<file path="src/rtl/gpio_cfg_pkg.sv">
// Shared types and defaults for the GPIO pad-configuration chain loader.
// Holds the loader state encoding and the index-width helper.
package gpio_cfg_pkg;

   typedef enum logic [2:0] {
      IDLE     = 3'd0,
      FETCH    = 3'd1,
      SHIFT_LO = 3'd2,
      SHIFT_HI = 3'd3,
      LOAD     = 3'd4,
      DONE     = 3'd5
   } gpio_cfg_state_e;

   localparam int GPIO_CFG_WIDTH = 13;
   localparam int GPIO_NUM_IO    = 19;

   // Width of a counter/index covering 0..n-1, never narrower than one bit.
   function automatic int gpio_idx_width(input int n);
      if (n > 1) begin
         return $clog2(n);
      end else begin
         return 1;
      end
   endfunction

endpackage

</file>
<file path="src/rtl/gpio_cfg_tick.sv">
// Serial half-period timer: counts CLK_DIV cycles after each restart and
// raises expire on the last one, holding there until the next restart.
module gpio_cfg_tick
   import gpio_cfg_pkg::*;
#(
   parameter int CLK_DIV = 4
) (
   input  logic clk,
   input  logic rst_n,
   input  logic restart,
   output logic expire
);

   localparam int TICK_W = gpio_idx_width(CLK_DIV);
   localparam logic [TICK_W-1:0] LAST = TICK_W'(CLK_DIV - 1);

   logic [TICK_W-1:0] cnt_r;

   assign expire = (cnt_r == LAST);

   // Cycle counter within the current state; saturates at LAST.
   always_ff @(posedge clk or negedge rst_n) begin
      if (!rst_n) begin
         cnt_r <= {TICK_W{1'b0}};
      end else if (restart) begin
         cnt_r <= {TICK_W{1'b0}};
      end else if (!expire) begin
         cnt_r <= cnt_r + TICK_W'(1);
      end else begin
         cnt_r <= cnt_r;
      end
   end

endmodule

</file>
<file path="src/rtl/gpio_cfg_serializer.sv">
// Shifts NUM_IO configuration words (highest index first, MSB first) into two
// lockstep pad chains, then pulses load. Optional bypass: GPIO_CFG_BITBANG_EN.
module gpio_cfg_serializer
   import gpio_cfg_pkg::*;
#(
   parameter int NUM_IO    = GPIO_NUM_IO,
   parameter int CFG_WIDTH = GPIO_CFG_WIDTH,
   parameter int CLK_DIV   = 4,
   localparam int IDX_W    = gpio_idx_width(NUM_IO)
) (
   input  logic                 wb_clk_i,
   input  logic                 wb_rstn_i,
   input  logic                 start_i,
   output logic                 busy_o,
   output logic                 done_o,
   output logic [IDX_W-1:0]     cfg_idx_o,
   input  logic [CFG_WIDTH-1:0] cfg_data1_i,
   input  logic [CFG_WIDTH-1:0] cfg_data2_i,
   input  logic                 bitbang_en_i,
   input  logic                 bb_clock_i,
   input  logic                 bb_load_i,
   input  logic                 bb_resetn_i,
   input  logic                 bb_data1_i,
   input  logic                 bb_data2_i,
   output logic                 serial_clock_o,
   output logic                 serial_load_o,
   output logic                 serial_resetn_o,
   output logic                 serial_data1_o,
   output logic                 serial_data2_o
);

   localparam int BIT_W = gpio_idx_width(CFG_WIDTH);

   gpio_cfg_state_e      state_r, state_s, fsm_next_s;
   logic [IDX_W-1:0]     k_r, k_s;
   logic [BIT_W-1:0]     bit_r, bit_s;
   logic [CFG_WIDTH-1:0] sh1_r, sh1_s, sh2_r, sh2_s;
   logic                 tick_s, restart_s, abort_s;
   logic                 busy_r, done_r, clk_r, load_r, resetn_r, d1_r, d2_r;
   logic [IDX_W-1:0]     idx_r;

`ifdef GPIO_CFG_BITBANG_EN
   assign abort_s = bitbang_en_i;
`else
   logic unused_bb_s;
   assign abort_s     = 1'b0;
   assign unused_bb_s = ^{bitbang_en_i, bb_clock_i, bb_load_i, bb_resetn_i, bb_data1_i, bb_data2_i};
`endif

   assign restart_s = (state_s != state_r);

   gpio_cfg_tick #(.CLK_DIV(CLK_DIV)) u_tick (
      .clk     (wb_clk_i),
      .rst_n   (wb_rstn_i),
      .restart (restart_s),
      .expire  (tick_s)
   );

   // Next-state, word/bit bookkeeping and shift-register update.
   always_comb begin
      fsm_next_s = state_r;
      k_s        = k_r;
      bit_s      = bit_r;
      sh1_s      = sh1_r;
      sh2_s      = sh2_r;
      case (state_r)
         IDLE: begin
            // busy_r still covers the cycle that carries the done pulse
            if (start_i && !busy_r) begin
               fsm_next_s = FETCH;
               k_s        = IDX_W'(NUM_IO - 1);
            end else begin
               fsm_next_s = IDLE;
            end
         end
         FETCH: begin
            fsm_next_s = SHIFT_LO;
            sh1_s      = cfg_data1_i;
            sh2_s      = cfg_data2_i;
            bit_s      = BIT_W'(CFG_WIDTH - 1);
         end
         SHIFT_LO: begin
            if (tick_s) begin
               fsm_next_s = SHIFT_HI;
            end else begin
               fsm_next_s = SHIFT_LO;
            end
         end
         SHIFT_HI: begin
            if (tick_s) begin
               sh1_s = sh1_r << 1'b1;
               sh2_s = sh2_r << 1'b1;
               if (bit_r != {BIT_W{1'b0}}) begin
                  bit_s      = bit_r - BIT_W'(1);
                  fsm_next_s = SHIFT_LO;
               end else if (k_r != {IDX_W{1'b0}}) begin
                  k_s        = k_r - IDX_W'(1);
                  fsm_next_s = FETCH;
               end else begin
                  fsm_next_s = LOAD;
               end
            end else begin
               fsm_next_s = SHIFT_HI;
            end
         end
         LOAD: begin
            if (tick_s) begin
               fsm_next_s = DONE;
            end else begin
               fsm_next_s = LOAD;
            end
         end
         DONE: begin
            fsm_next_s = IDLE;
         end
         default: begin
            fsm_next_s = IDLE;
         end
      endcase
      state_s = abort_s ? IDLE : fsm_next_s;
   end

   // State and registered outputs, decoded from the state being entered.
   always_ff @(posedge wb_clk_i or negedge wb_rstn_i) begin
      if (!wb_rstn_i) begin
         state_r  <= IDLE;
         k_r      <= {IDX_W{1'b0}};
         bit_r    <= {BIT_W{1'b0}};
         sh1_r    <= {CFG_WIDTH{1'b0}};
         sh2_r    <= {CFG_WIDTH{1'b0}};
         busy_r   <= 1'b0;
         done_r   <= 1'b0;
         idx_r    <= {IDX_W{1'b0}};
         clk_r    <= 1'b0;
         load_r   <= 1'b0;
         resetn_r <= 1'b0;
         d1_r     <= 1'b0;
         d2_r     <= 1'b0;
      end else begin
         state_r  <= state_s;
         k_r      <= k_s;
         bit_r    <= bit_s;
         sh1_r    <= sh1_s;
         sh2_r    <= sh2_s;
         busy_r   <= (state_s != IDLE) || ((state_r == DONE) && !abort_s);
         done_r   <= (state_r == DONE) && !abort_s;
         idx_r    <= k_s;
         clk_r    <= (state_s == SHIFT_HI);
         load_r   <= (state_s == LOAD);
         resetn_r <= 1'b1;
         // data moves only when a low phase begins, giving full setup and hold
         if ((state_s == SHIFT_LO) && (state_r != SHIFT_LO)) begin
            d1_r <= sh1_s[CFG_WIDTH-1];
            d2_r <= sh2_s[CFG_WIDTH-1];
         end else begin
            d1_r <= d1_r;
            d2_r <= d2_r;
         end
      end
   end

   assign busy_o    = busy_r;
   assign done_o    = done_r;
   assign cfg_idx_o = idx_r;

`ifdef GPIO_CFG_BITBANG_EN
   assign serial_clock_o  = bitbang_en_i ? bb_clock_i  : clk_r;
   assign serial_load_o   = bitbang_en_i ? bb_load_i   : load_r;
   assign serial_resetn_o = bitbang_en_i ? bb_resetn_i : resetn_r;
   assign serial_data1_o  = bitbang_en_i ? bb_data1_i  : d1_r;
   assign serial_data2_o  = bitbang_en_i ? bb_data2_i  : d2_r;
`else
   assign serial_clock_o  = clk_r;
   assign serial_load_o   = load_r;
   assign serial_resetn_o = resetn_r;
   assign serial_data1_o  = d1_r;
   assign serial_data2_o  = d2_r;
`endif

endmodule

</file>
<file path="config.mk">
export PLATFORM = sky130hd
export DESIGN_NAME = gpio_cfg_serializer
export DESIGN_NICKNAME = d
export VERILOG_FILES = /design/src/rtl/gpio_cfg_pkg.sv /design/src/rtl/gpio_cfg_tick.sv /design/src/rtl/gpio_cfg_serializer.sv
export SDC_FILE = /design/constraint.sdc
export NUM_CORES = 1
export LEC_CHECK = 0
export ABC_AREA = 1
export BUFFER_PORTS_ARGS = -buffer_cell sky130_fd_sc_hd__buf_4
export CAP_MARGIN = 20
export CORE_MARGIN = 1.5
export CORE_UTILIZATION = 58
export DETAILED_ROUTE_END_ITERATION = 7
export MAX_ROUTING_LAYER = met4
export PLACE_DENSITY = 0.84
export SLEW_MARGIN = 20
export SYNTH_ARGS = -nofsm -noshare
export SYNTH_HDL_FRONTEND = slang
export SYNTH_SLANG_ARGS = --single-unit
</file>
<file path="constraint.sdc">
create_clock -name wb_clk_i -period 2.2 [get_ports wb_clk_i]
set_input_delay 0.11 -clock wb_clk_i [delete_from_list [all_inputs] [get_ports wb_clk_i]]
set_output_delay 0.11 -clock wb_clk_i [all_outputs]
set_load 0.1 [all_outputs]
</file>
Word level (Yosys, flattened, before mapping)
Cells that the tools add are included.
W data, S select, Z words.
{"block": "totals", "regBits": 47, "in_bits": 35, "output_inout_bits": 12}
{"block": "classes", "addsub": 3, "n_eq_ne": 17, "mux": 21, "n_reduce_logical": 13}
{"op": "$pmux W13 S2", "n": 2}
{"op": "$mux W13", "n": 2}
{"op": "$mux W5", "n": 4}
{"op": "$pmux W3 S5", "n": 1}
{"op": "$eq A3 B2 Y1 const B", "n": 4}
{"op": "$ne A2 B2 Y1 const B", "n": 5}
{"op": "$pmux W5 S2", "n": 1}
{"op": "$eq A3 B3 Y1 const B", "n": 3}
{"op": "$mux W3", "n": 3}
{"op": "$mux W4", "n": 2}
{"op": "$pmux W4 S2", "n": 1}
{"op": "$reduce_and A5 Y1", "n": 1}
{"op": "$reduce_bool A5 Y1", "n": 1}
{"op": "$sub A5 B1 Y5 const B", "n": 1}
{"op": "$mux W2", "n": 2}
{"op": "$reduce_bool A2 Y1", "n": 2}
{"op": "$reduce_bool A4 Y1", "n": 1}
{"op": "$sub A4 B1 Y4 const B", "n": 1}
{"op": "$eq A3 B1 Y1 const B", "n": 1}
{"op": "$logic_not A3 Y1", "n": 1}
{"op": "$mux W1", "n": 3}
{"op": "$ne A3 B2 Y1 const B", "n": 1}
{"op": "$ne A3 B3 Y1", "n": 1}
{"op": "$reduce_and A3 Y1", "n": 1}
{"op": "other kinds (8)", "n": 9}

Longest topological paths before layout
{"block": "depth", "word_depth": 7, "ltp_mapped": 10}

By module
From an unflattened synthesis, not the netlist that was laid out.
{"block": "unflattened", "hier_cells": 253, "area_unflattened_um2": 2223.4}
{"module": "gpio_cfg_serializer", "n_inst": 1, "cells_each": 241, "area_each_um2": 2122.0, "seq_area_each_um2": 1126.1}
{"module": "gpio_cfg_tick", "n_inst": 1, "cells_each": 12, "area_each_um2": 101.3, "seq_area_each_um2": 50.0}

Least setup slack after synthesis
No wires, ideal clock.
{"block": "synth_path", "path_kind": "register -> register", "from": "register cfg_idx_o[0] (netlist name)", "to": "register idx_r[0] (netlist: cfg_idx_o[0])", "setup_ns": 0.084, "arrival_time_ns": 1.864, "path_slack_ns": 0.252, "path_stages_with_launch": 10, "n_path_buf": 0, "synth_period_minus_slack_ns": 1.948, "cell_sequence": "dfrtp_1 inv_1 ha_1 nand2_1 nor2_1 nand2_1 nand3_2 inv_2 nand3_1 o21ai_0"}
{"item": "end signal, assigned", "line_no": "gpio_cfg_serializer.sv:133", "rtl": "idx_r <= {IDX_W{1'b0}};"}
{"item": "end signal, assigned", "line_no": "gpio_cfg_serializer.sv:147", "rtl": "idx_r <= k_s;"}
{"item": "end, declared", "line_no": "gpio_cfg_serializer.sv:40", "rtl": "logic [IDX_W-1:0] idx_r;"}

Final worst setup path
{"block": "layout_path", "from": "register state_r[1]", "to": "register d2_r (netlist: serial_data2_o)"}
{"block": "layout_between", "word_cells_on_any_way": 10, "cone_classes": "eq/ne (6); mux (2); reduce/logical (2)"}
{"item": "start, declared", "line_no": "gpio_cfg_serializer.sv:34", "rtl": "gpio_cfg_state_e state_r, state_s, fsm_next_s;"}
{"item": "start signal, assigned", "line_no": "gpio_cfg_serializer.sv:140", "rtl": "state_r <= state_s;"}
{"item": "$eq A3 B2 Y1 / $eq A3 B1 Y1 (equally long branches)", "line_no": "gpio_cfg_serializer.sv:66", "rtl": "case (state_r)"}
{"item": "$pmux W13 S2 *", "line_no": "gpio_cfg_serializer.sv:66"}
{"item": "named net sh2_s[12]", "line_no": "gpio_cfg_serializer.sv:37", "rtl": "logic [CFG_WIDTH-1:0] sh1_r, sh1_s, sh2_r, sh2_s;"}
{"item": "end signal, assigned", "line_no": "gpio_cfg_serializer.sv:154", "rtl": "d2_r <= sh2_s[CFG_WIDTH-1];"}
{"item": "end signal, assigned", "line_no": "gpio_cfg_serializer.sv:157", "rtl": "d2_r <= d2_r;"}
{"item": "end, declared", "line_no": "gpio_cfg_serializer.sv:39", "rtl": "logic busy_r, done_r, clk_r, load_r, resetn_r, d1_r, d2_r;"}
The timed path passes the listed nets; every way through them passes the cells marked *.
A chain may end at the register's enable or synchronous reset.

==> impl_results.md <==
- Outcome: completed
- Placed Area: 2551 sq um
- Comb power frac: 0.065
- Number of remaining DRC errors: 0
- WP data arrival: 1.84 ns
- Area grow syn2layout: 18.72%
- Syn nets: 291
- Fmax: 624.3 MHz
- VDD IR max: 0.3153 mV
- Clk_skew: 0.004436 ns
- Post-Place Setup Slack: 0.6125 ns
- Worst-Skew Late Latency: 0.29 ns
- RSZ-0062 raised after global routing: false
- Pwr Density: 559.9 nW/um^2
- R2r startpoint: state_r[1]
- Clk slew on worst S/H paths: 0.08 ns
- DP Wirelength: 3.052 mm
- # IOs: 47
- Req. time, crit path: 2.43 ns
- Leak pwr: 1.380 nW
- Sw power: 334.8 uW
- Synth cell types: 25
- Die height: 64.95 microns
- Synth warnings: 0
- CTS sink cnt: 47
- TritonCTS Buffers: 5
- Crit path max fanout: 26
- Largest net degree at the start of global routing: 48
- Worst reg-to-reg setup slack: 0.60 ns
- Nets@finish: 333
- Initial antenna violation count: 0
- Power Total: 1.480 mW
- Total number of vias: 1846
- Longest Clk Path Bufs: 2
- FF+latch count, synth: 47
- Startpoint types: flip-flop
- Synth Cell Area: 2226 sq um
- Hold_buf cts: 1
- # resized after CTS: 0
- CTS tree: done
- Die width: 64.95 microns
- Port Buffers: 40
- Filler cells: 300
- Gpl congestion: 0.8577
- Worst slew margin: 0.6110
- Row cnt: 22
- Final Hold Vio Count: 0
- Fin crit share: 0.7281
- Worst Setup End Kind: flip-flop
- Antenna Nets Post-Route: 0
- P_int: 1.145 mW
- FF/Latch Area: 1176 sq um
- Total GRT Usage: 0.2355
- Final WL: 4.410 mm
- CTS root buffer: clkbuf_8
- Min-delay worst type: primary input to flip-flop
- Vias in the first global route: 1719
- Global-route wire length before repair: 7.458 mm
- Drt pass-1 iters: 4
- Initial Util: 0.6080
- Max-slew violations: 0
- Setup TNS Final: 0 ns
- Setup bufs post-CTS: 0
- Critical path class: flip-flop to flip-flop
- R2r endpoint: serial_data2_o
- Area of the multi-input gates: 894.6 sq um
- Endpoints failing setup: 0
- DR vias/cell: 5.398
- Sequential share of the synthesized area: 0.5284
- Full die area: 4219 sq um
- Period minus WS final: 1.602 ns
- Worst R2R Path Depth: 7
- Iter 0 DRT Violations: 101
- Post-Syn Instances: 251
- Worst-Margin Slew: 0.5835 ns
- Switching portion of total power: 0.2262
- ANT cells: 0
- CP endpoint: serial_data2_o
- Share of layout cells above drive strength 1: 0.2007
- Worst setup startpoint: state_r[1]
- Reg power frac: 0.599
- Gr ovfl total: 0
- Setup ws final: 0.5983 ns
- Post-synthesis area per instance: 8.868 sq um
- H-tree lvl count: 2
- Core footprint: 3661 sq um
- # Max-Cap Violations: 0
- Design Area, Final: 2643 sq um
- Clk pwr share: 0.335
- Routed wire length per instance: 12.89 microns
power groups by stage:
stage	clock (mW)	combinational, mW	sequential (mW)
3_3_place_gp	0	0.0952	0.903
6_report	0.496	0.0969	0.887
3_5_place_dp	0	0.0974	0.904
5_1_grt	0.544	0.107	0.889
2_1_floorplan	0	0.0131	0.923
4_1_cts	0.508	0.0989	0.887
sequential cells by signal, indices dropped and copies added, names as in the netlist:
register	count
sh2_r	13
serial_data1_o	1
u_tick.cnt_r	2
serial_load_o	1
cfg_idx_o	5
bit_r	4
serial_resetn_o	1
sh1_r	13
serial_data2_o	1
done_o	1
busy_o	1
serial_clock_o	1
state_r	3
layout make-up:
class                      count  area share
clock buffer                   7     0.02888
clock inverter                 1    0.001894
inverter                      24     0.03409
multi-input combinational    170      0.3385
sequential                    47      0.4451
tap                           48     0.02273
timing repair buffer          45      0.1288
cell usage after synthesis:
cell      number  area (sq um)
nand2_1       86         322.8
o21ai_0        8         40.04
nand2_2        1         6.260
a22o_1         2         17.52
nand3b_1       1         7.510
inv_2          5         18.77
inv_1         19         71.32
dfrtp_1       47          1176
mux2i_1        1         10.01
buf_6          2         22.52
nand3_1       18         90.09
a21oi_1        2         10.01
ha_1           5         62.56
nor2_1        14         52.55
xor2_1         2         17.52
nand3_2        1         10.01
buf_4          1         7.510
o22ai_1        1         6.260
o21ai_4        1         16.27
nor3_1         1         5.000
nand4_1        2         12.51
a32oi_1       22         192.7
buf_2          7         35.03
nor2_4         1         11.26
conb_1         1         3.750
stage by stage:
stage	instances	util	hold slack, ns
final	342	0.7218	0.004379
after global routing	342	0.7218	0.002548
after CTS	342	0.7218	0.0009905
after detailed placement	333	0.6969	0.1541
after global placement	333	0.6969	0.1505
after floorplan	251	-	-0.1856
layer usage:
| layer | up-vias | share of wire | GRT usage |
|---|---|---|---|
| li1 | 920 | - | - |
| met1 | 878 | 0.45 | 0.2837 |
| met2 | 41 | 0.49 | 0.3918 |
| met3 | 7 | 0.045 | 0.06250 |
| met4 | 0 | 0.014 | 0.06649 |
| met5 | - | 0 | - |
worst min-delay path by stage:
stage	slack (ns)	startpoint	cells after the start	endpoint
6_report	0.004	cfg_data2_i[2]	3	sh2_r[2]
5_1_grt	0.003	cfg_data1_i[5]	3	sh1_r[5]
4_1_cts	0.001	cfg_data2_i[3]	3	sh2_r[3]
3_5_place_dp	0.15	wb_rstn_i	1	cfg_idx_o[2]
3_3_place_gp	0.15	wb_rstn_i	1	done_o
2_1_floorplan	-0.19	wb_rstn_i	0	bit_r[0]
cells in the final DEF (no fill, tap or decap), types with 2 or more instances in the layout:
cell type  count
nand2_1       86
dfrtp_1       47
buf_4         44
a32oi_1       22
inv_1         19
nand3_1       18
nor2_1        14
o21ai_0        8
inv_2          5
ha_1           5
clkbuf_8       5
a21oi_1        2
nand4_1        2
xor2_1         2
a22o_1         2
clkbuf_1       2
cells by family (layout without fill, tap and decap cells):
group | after synthesis | in the layout | synth area share
DFF | 47 | 47 | 0.5284
muxes | 1 | 1 | 0.004497
and+or+nand+nor | 125 | 125 | 0.2327
other | 1 | 1 | 0.001685
buffers and inverters | 34 | 77 | 0.06970
AOI/OAI and AO/OA | 36 | 36 | 0.1270
adders and majority gates | 5 | 5 | 0.02811
xor gates and xnor gates | 2 | 2 | 0.007871
critical path: stages, from the launching register on:
cell and delay, ns:
dfrtp_1 0.45, inv_2 0.14, nand3_1 0.20, inv_2 0.40, nand2_1 0.10, nand3_1 0.13
nand2_1 0.06, nand2_1 0.06
(Power assumes the default switching activity.)
